--- src/rtl/tx_pkg.sv ---
// Shared types and line-level constants for the clk_tx-paced serial transmit path.
package tx_pkg;

  typedef enum logic [2:0] {
    ST_IDLE   = 3'd0,
    ST_START  = 3'd1,
    ST_DATA   = 3'd2,
    ST_PARITY = 3'd3,
    ST_STOP   = 3'd4
  } tx_state_t;

  localparam logic LINE_IDLE  = 1'b1;
  localparam logic LINE_START = 1'b0;

endpackage

--- src/rtl/rise_detect.sv ---
// Registers the divided clock level and flags its rising edge as a one-cycle strobe.
module rise_detect (
  input  logic clk_rx,
  input  logic rst,
  input  logic clk_tx,
  output logic strobe
);

  logic clk_tx_q;

  always_ff @(posedge clk_rx) begin
    if (rst) clk_tx_q <= 1'b0;
    else     clk_tx_q <= clk_tx;
  end

  assign strobe = clk_tx & ~clk_tx_q;

endmodule

--- src/rtl/tx_bit_serializer.sv ---
// Start/data/stop frame transmitter paced by clk_tx rising edges; LSB first.
// Build option: define TX_PARITY_EN to insert an even-parity bit before the stop bit.
//
// state  | meaning
// IDLE   | line high, waiting for a word
// START  | word latched, waiting for the strobe that drives the start bit
// DATA   | shifting out WIDTH data bits
// PARITY | driving the even-parity bit (TX_PARITY_EN only)
// STOP   | stop bit driven, then held for one full bit period
module tx_bit_serializer
  import tx_pkg::*;
#(
  parameter int WIDTH = 8
) (
  input  logic             clk_rx,
  input  logic             rst,
  input  logic             clk_tx,
  input  logic [WIDTH-1:0] in_data,
  input  logic             in_valid,
  output logic             in_ready,
  output logic             sdata,
  output logic             busy,
  output logic             frame_done
);

  localparam int CW = $clog2(WIDTH + 1);

  tx_state_t        state_q, state_d;
  logic [WIDTH-1:0] shift_q, shift_d;
  logic [CW-1:0]    bit_cnt_q, bit_cnt_d;
  logic             sdata_q, sdata_d;
  logic             done_q, done_d;
  logic             stop_q, stop_d;
  logic             strobe;
`ifdef TX_PARITY_EN
  logic             par_q, par_d;
`endif

  rise_detect u_rise (
    .clk_rx (clk_rx),
    .rst    (rst),
    .clk_tx (clk_tx),
    .strobe (strobe)
  );

  always_comb begin
    state_d   = state_q;
    shift_d   = shift_q;
    bit_cnt_d = bit_cnt_q;
    sdata_d   = sdata_q;
    done_d    = 1'b0;
    stop_d    = stop_q;
`ifdef TX_PARITY_EN
    par_d     = par_q;
`endif
    case (state_q)
      ST_IDLE: begin
        // a strobe in the accept cycle is deliberately not used for the frame
        if (in_valid) begin
          shift_d   = in_data;
          bit_cnt_d = '0;
          stop_d    = 1'b0;
          state_d   = ST_START;
`ifdef TX_PARITY_EN
          par_d     = ^in_data;
`endif
        end
      end
      ST_START: begin
        if (strobe) begin
          sdata_d = LINE_START;
          state_d = ST_DATA;
        end
      end
      ST_DATA: begin
        if (strobe) begin
          sdata_d   = shift_q[0];
          shift_d   = shift_q >> 1;
          bit_cnt_d = bit_cnt_q + 1'b1;
          if (bit_cnt_q == CW'(WIDTH - 1)) begin
`ifdef TX_PARITY_EN
            state_d = ST_PARITY;
`else
            state_d = ST_STOP;
`endif
          end
        end
      end
`ifdef TX_PARITY_EN
      ST_PARITY: begin
        if (strobe) begin
          sdata_d = par_q;
          state_d = ST_STOP;
        end
      end
`endif
      ST_STOP: begin
        if (strobe) begin
          if (!stop_q) begin
            sdata_d = LINE_IDLE;
            stop_d  = 1'b1;
          end else begin
            stop_d  = 1'b0;
            done_d  = 1'b1;
            state_d = ST_IDLE;
          end
        end
      end
      default: state_d = ST_IDLE;
    endcase
  end

  always_ff @(posedge clk_rx) begin
    if (rst) begin
      state_q   <= ST_IDLE;
      shift_q   <= '0;
      bit_cnt_q <= '0;
      sdata_q   <= LINE_IDLE;
      done_q    <= 1'b0;
      stop_q    <= 1'b0;
`ifdef TX_PARITY_EN
      par_q     <= 1'b0;
`endif
    end else begin
      state_q   <= state_d;
      shift_q   <= shift_d;
      bit_cnt_q <= bit_cnt_d;
      sdata_q   <= sdata_d;
      done_q    <= done_d;
      stop_q    <= stop_d;
`ifdef TX_PARITY_EN
      par_q     <= par_d;
`endif
    end
  end

  assign in_ready   = (state_q == ST_IDLE) & ~rst;
  assign busy       = (state_q != ST_IDLE);
  assign sdata      = sdata_q;
  assign frame_done = done_q;

endmodule

--- config.mk ---
export PLATFORM = sky130hd
export DESIGN_NAME = tx_bit_serializer
export DESIGN_NICKNAME = d
export VERILOG_FILES = /design/src/rtl/tx_pkg.sv /design/src/rtl/rise_detect.sv /design/src/rtl/tx_bit_serializer.sv
export SDC_FILE = /design/constraint.sdc
export NUM_CORES = 1
export LEC_CHECK = 0
export CAP_MARGIN = 0
export CORE_MARGIN = 5
export CORE_UTILIZATION = 54
export CTS_BUF_LIST = sky130_fd_sc_hd__clkbuf_2 sky130_fd_sc_hd__clkbuf_4 sky130_fd_sc_hd__clkbuf_8
export DETAILED_ROUTE_END_ITERATION = 16
export PLACE_DENSITY = 0.8
export SETUP_SLACK_MARGIN = 0.05
export SLEW_MARGIN = 10
export SYNTH_ARGS = -nofsm -noshare
export SYNTH_HDL_FRONTEND = slang
export SYNTH_HIERARCHICAL = 1
export SYNTH_SLANG_ARGS = --single-unit
--- constraint.sdc ---
create_clock -name clk_rx -period 1.5 [get_ports clk_rx]
set_input_delay 0.375 -clock clk_rx [delete_from_list [all_inputs] [get_ports clk_rx]]
set_output_delay 0.375 -clock clk_rx [all_outputs]
set_load 0.005 [all_outputs]
## After elaboration in Yosys (flattened, before gate mapping)

Cells that the tools add are included.

| operators by class | value |
|---|---|
| equal/unequal tests | 11 |
| divide/modulo/power cells | 0 |
| bitwise operators | 6 |
| shift operators | 0 |
| mux-type cells | 23 |
| multipliers | 0 |
| $lt $le $gt $ge | 0 |
| add/sub/neg operators | 1 |
| reduce and logical (&&, ||, !) cells | 10 |

Operators with widths:

| operator | count |
|---|---|
| 3-bit two-way mux | 6 |
| 8-bit two-way mux | 2 |
| 8-bit case mux with 2 select lines | 1 |
| 2-bit inequality test (second input constant) | 7 |
| 3-bit case mux with 4 select lines | 1 |
| 1-bit two-way mux | 8 |
| 4-bit two-way mux | 2 |
| 4-bit case mux with 2 select lines | 1 |
| 3-bit AND reduction | 2 |
| 6-bit AND reduction | 1 |
| 3-bit nonzero test | 2 |
| 5-bit AND reduction | 1 |
| 4-bit by 1-bit adder with 4-bit output (second input constant) | 1 |
| 4-bit by 3-bit == test with 1-bit output (second input constant) | 1 |
| 1-bit NOT | 4 |
| 2-bit nonzero test | 2 |
| 3-bit by 1-bit == test with 1-bit output (second input constant) | 1 |
| 3-bit by 2-bit == test with 1-bit output (second input constant) | 1 |
| 3-bit == test (second input constant) | 1 |
| 3-bit zero test | 1 |
| 1-bit case mux with 3 select lines | 1 |
| 3-bit OR reduction | 1 |
| 1-bit AND | 2 |
| 1-bit case mux with 2 select lines | 1 |

| storage, ports and cells | value |
|---|---|
| RAM bits | 0 |
| memory bits (read-only) | 0 |
| output and inout port bits | 4 |
| word-level logic and storage cells | 58 |
| flip-flop bits (word level) | 19 |
| memories kept | 0 |
| bits of input ports | 12 |
| bits in latches | 0 |

## Logic depth before layout (Yosys ltp)

| depth | value |
|---|---|
| depth in word-level cells | 4 |
| depth in mapped cells | 5 |

## Modules after synthesis

The synthesis kept the hierarchy.

By module, submodules not included:

| module | times used | cells each | area an instance (um2) |
|---|---|---|---|
| tx_bit_serializer | 1 | 112 | 930.9 |
| rise_detect | 1 | 3 | 47.5 |

## Worst setup path after synthesis

Ideal clock, no wire load.

| path | value |
|---|---|
| path type | input to output |
| start point | input port rst |
| end point | output port in_ready |
| setup slack | 0.107 ns |
| stages on the path | 3 |
| arrival time | 1.018 ns |
| path buffers | 2 |
| cells stage by stage | clkbuf_1 -> buf_1 -> nor2_1 |

| between the ends | value |
|---|---|
| cells in the longest elaborated chain, start to end | 2 |

Ends and longest elaborated chain:

| item | RTL line | source |
|---|---|---|
| start, declared | tx_bit_serializer.sv:16 | `input logic rst,` |
| 1-bit NOT | tx_bit_serializer.sv:137 | `assign in_ready = (state_q == ST_IDLE) & ~rst;` |
| 1-bit AND | tx_bit_serializer.sv:137 |  |
| end, declared | tx_bit_serializer.sv:20 | `output logic in_ready,` |

No other way between the ends.

## Worst setup path in the final report

| path | value |
|---|---|
| start point | register state_q[2] |
| end point | output port busy |

| between the ends | value |
|---|---|
| cells in the longest elaborated chain, start to end | 1 |

Ends and longest elaborated chain:

| item | RTL line | source |
|---|---|---|
| start, declared | tx_bit_serializer.sv:28 | `tx_state_t state_q, state_d;` |
| start signal, assigned | tx_bit_serializer.sv:125 | `state_q <= state_d;` |
| 3-bit nonzero test | tx_bit_serializer.sv:138 | `assign busy = (state_q != ST_IDLE);` |
| end, declared | tx_bit_serializer.sv:22 | `output logic busy,` |

No other way between the ends.

==> impl_metrics.py <==
metrics = {
    "status": {
        "violations": "negative setup slack",
        "outcome": "finished with violations",
    },
    "floorplanning": {
        "die_area_um2": 2760,
        "row_count": 15,
        "start_util": 0.567,
        "ios": 16,
        "die_h_um": 52.6,
        "core_um2": 1730,
        "die_w_um": 52.6,
    },
    "final_layout": {
        "fin_area_um2": 1390,
        "finalNetCount": 157,
        "drive_gt1_frac": 0.301,
        "diodes": 0,
        "final_cells": 168,
        "area_delta_synth_final_pct": 42.2,
    },
    "global_route": {
        "antenna_found_initial": 0,
        "grt_pass1_vias": 874,
        "grt_overflow": 0,
        "grt_max_degree": 22,
        "grt_usage": 0.184,
        "grt_pass1_wl_um": 3760,
    },
    "worst_hold_path": {
        "hp-class": "in -> reg",
    },
    "synth": {
        "synth-main-ff-cell": "dfxtp_1",
        "syn_inst": 115,
        "synth_cell_type_count": 37,
        "synth_area_um2": 978,
        "yosysTopAreaCellShare": 0.389,
        "yosysSeqAreaShare": 0.389,
        "synth_nets": 128,
        "ys_ff_latch": 19,
        "async_reset_ff_frac": 0,
        "avgSynthCellArea_um2": 8.51,
        "yosys-top-cells-area": "dfxtp_1, a21oi_1, a311oi_1",
        "netlist_top_cells_count": "dfxtp_1, a21oi_1, nand3_1",
        "yosysMostFrequentCell": "dfxtp_1",
        "synth_edf_count": 0,
        "yosysTopAreaCell": "dfxtp_1",
        "yosysWarningCount": 6,
    },
    "timing": {
        "drv_slew": 0,
        "rsz0062_at_grt": "yes",
        "relSlewSlack": 0.761,
        "hold_violations": 0,
        "fin_skew_ns": 0.00502,
        "fmax_ghz": 0.664,
        "fin_ws_ns": -0.00585,
        "finalSetupViolations": 2,
        "period_minus_slack_ns": 1.51,
        "min_period_over_period": 1.00,
        "worst_pin_slew_ns": 0.358,
        "hold_ws_ns": 0.437,
    },
    "power": {
        "leakagePower_uw": 0.000522,
        "vdd_ir_drop_max_mv": 0.629,
        "finalPower_uw": 1090,
        "p_per_area_nw_per_um2": 786,
    },
    "clock_tree": {
        "cts_made_buffers": 3,
        "cts_num_sinks": 19,
        "cts_max_level": 1,
        "hold_buffers": 0,
        "cts_tree": "built",
        "insertion_delay_ns": 0.30,
        "cts.root.buffer_cell": "clkbuf_4",
        "cts_buffer_depth": 2,
        "clk_pin_slew_ns": 0.11,
    },
    "route": {
        "drt_iter0_markers": 26,
        "via_per_inst": 5.87,
        "wire_per_inst_um": 15.2,
        "firstDrtPassIters": 4,
        "via_count": 986,
        "routed_wl_um": 2560,
        "ant_nets": 0,
        "drc": 0,
    },
    "setup_path": {
        "crit_buf_inv": 3,
        "critPathMaxStageDelay_ns": 0.36,
        "start_kind": "flop",
        "cp_top_family": "flip-flops",
        "crit_arrival_ns": 1.13,
        "end_kind": "output pin",
        "worst-setup-path-type": "reg -> out",
        "crit_top_cell": "buf_6",
        "critPathRequiredTime_ns": 1.12,
        "crit_path_top_delay_cell": "dfxtp_2",
        "cp_cell_sequence": "nor3_4, inv_2, buf_6, buf_6",
        "cp_max_fo": 2,
    },
    "place": {
        "portBuffers": 15,
        "gp_congestion": 0.788,
        "place_inst": 160,
        "dpl.hpwl_um": 1550,
        "placed_area_um2": 1220,
    },
    "job": {
        "cap_viol_max_count": 0,
    },
}
## layer usage
layer / GRT usage / routed length [um] / vias to the layer above
met5: 0 / 0 / -
met4: 0.0383 / 32 / 0
met3: 0.0513 / 99 / 4
met2: 0.320 / 1330 / 30
met1: 0.222 / 1100 / 473
li1: - / - / 479
## kinds of logic after synthesis
logic type	count (synthesis)	share of synthesized area
adders and majority gates	1	0.0128
xor gates and xnor gates	1	0.00895
DFF	19	0.389
AOI/OAI and AO/OA	32	0.208
muxes	4	0.0422
and+or+nand+nor	45	0.276
buffers and inverters	13	0.0627
## stage by stage
| step | setup TNS, ns | utilization | setup slack (ns) |
|---|---|---|---|
| 3_5_place_dp | -5.77 | 0.708 | -0.482 |
| 6_report | -0.00627 | 0.806 | -0.00585 |
| 5_1_grt | -0.202 | 0.806 | -0.0855 |
| 3_3_place_gp | -5.40 | 0.708 | -0.446 |
| 4_1_cts | -0.0393 | 0.746 | -0.0275 |
| 2_1_floorplan | 0 | - | 0.107 |
## timing repair
| item | in CTS | in global routing |
|---|---|---|
| resized for setup | 24 | 15 |
| setup endpoints to repair | 14 | 14 |
| gates cloned | 0 | 1 |
| pin swaps | 2 | 5 |
| buffers inserted | 1 | 2 |
## registers in the layout, indices dropped and copies added (netlist names)
register / count
bit_cnt_q: 4
u_rise/clk_tx_q: 1
state_q: 3
sdata: 1
frame_done: 1
shift_q: 8
stop_q: 1
## power by group
part	switching (uW)	leakage [uW]	internal (uW)
combinational	128	0.000351	145
sequential	19.2	0.000157	533
clock	168	0.0000139	102
total	315	0.000522	779
## cell usage in the layout (no fill, tap or decap), drive strengths merged, types with 2 or more instances in the layout
master         netlist  routed
clkbuf               3       4
a21oi               14      14
o21ai                4       4
nand2                9       9
o31ai                3       3
nand4b               2       2
or2                  2       2
dfxtp               19      19
nor3                 2       2
dlygate4sd2          0       3
or4                  2       2
a311oi               7       7
nor2b                3       3
mux2i                3       3
clkdlybuf4s50        0       9
nor2                 6       6
inv                  3       3
buf                  7      20
nand3               10      10
nand3b               2       2
## final timing paths
| check | start | endpoint | slack (ns) | cells after the start |
|---|---|---|---|---|
| worst max register to register | state_q[0]$_SDFFE_PP0P_ | sdata$_SDFFE_PP1P_ | 0 | 4 |
| worst min-delay path | clk_tx | u_rise/clk_tx_q$_SDFF_PP0_ | 0.44 | 2 |
| worst min register to register | shift_q[7]$_SDFFE_PP0P_ | shift_q[7]$_SDFFE_PP0P_ | 0.50 | 2 |
| worst max-delay path | state_q[2]$_SDFFE_PP0P_ | busy | -0.006 | 4 |
## layout make-up
class                           count  area (um^2)
Clock buffer                        3         22.5
Inverter                            3         11.3
Fill cell                         124          335
Multi-Input combinational cell     83          602
Clock inverter                      1         7.51
Tap cell                           25         31.3
Sequential cell                    19          388
Timing Repair Buffer               34          329
(Power assumes the default switching activity.)
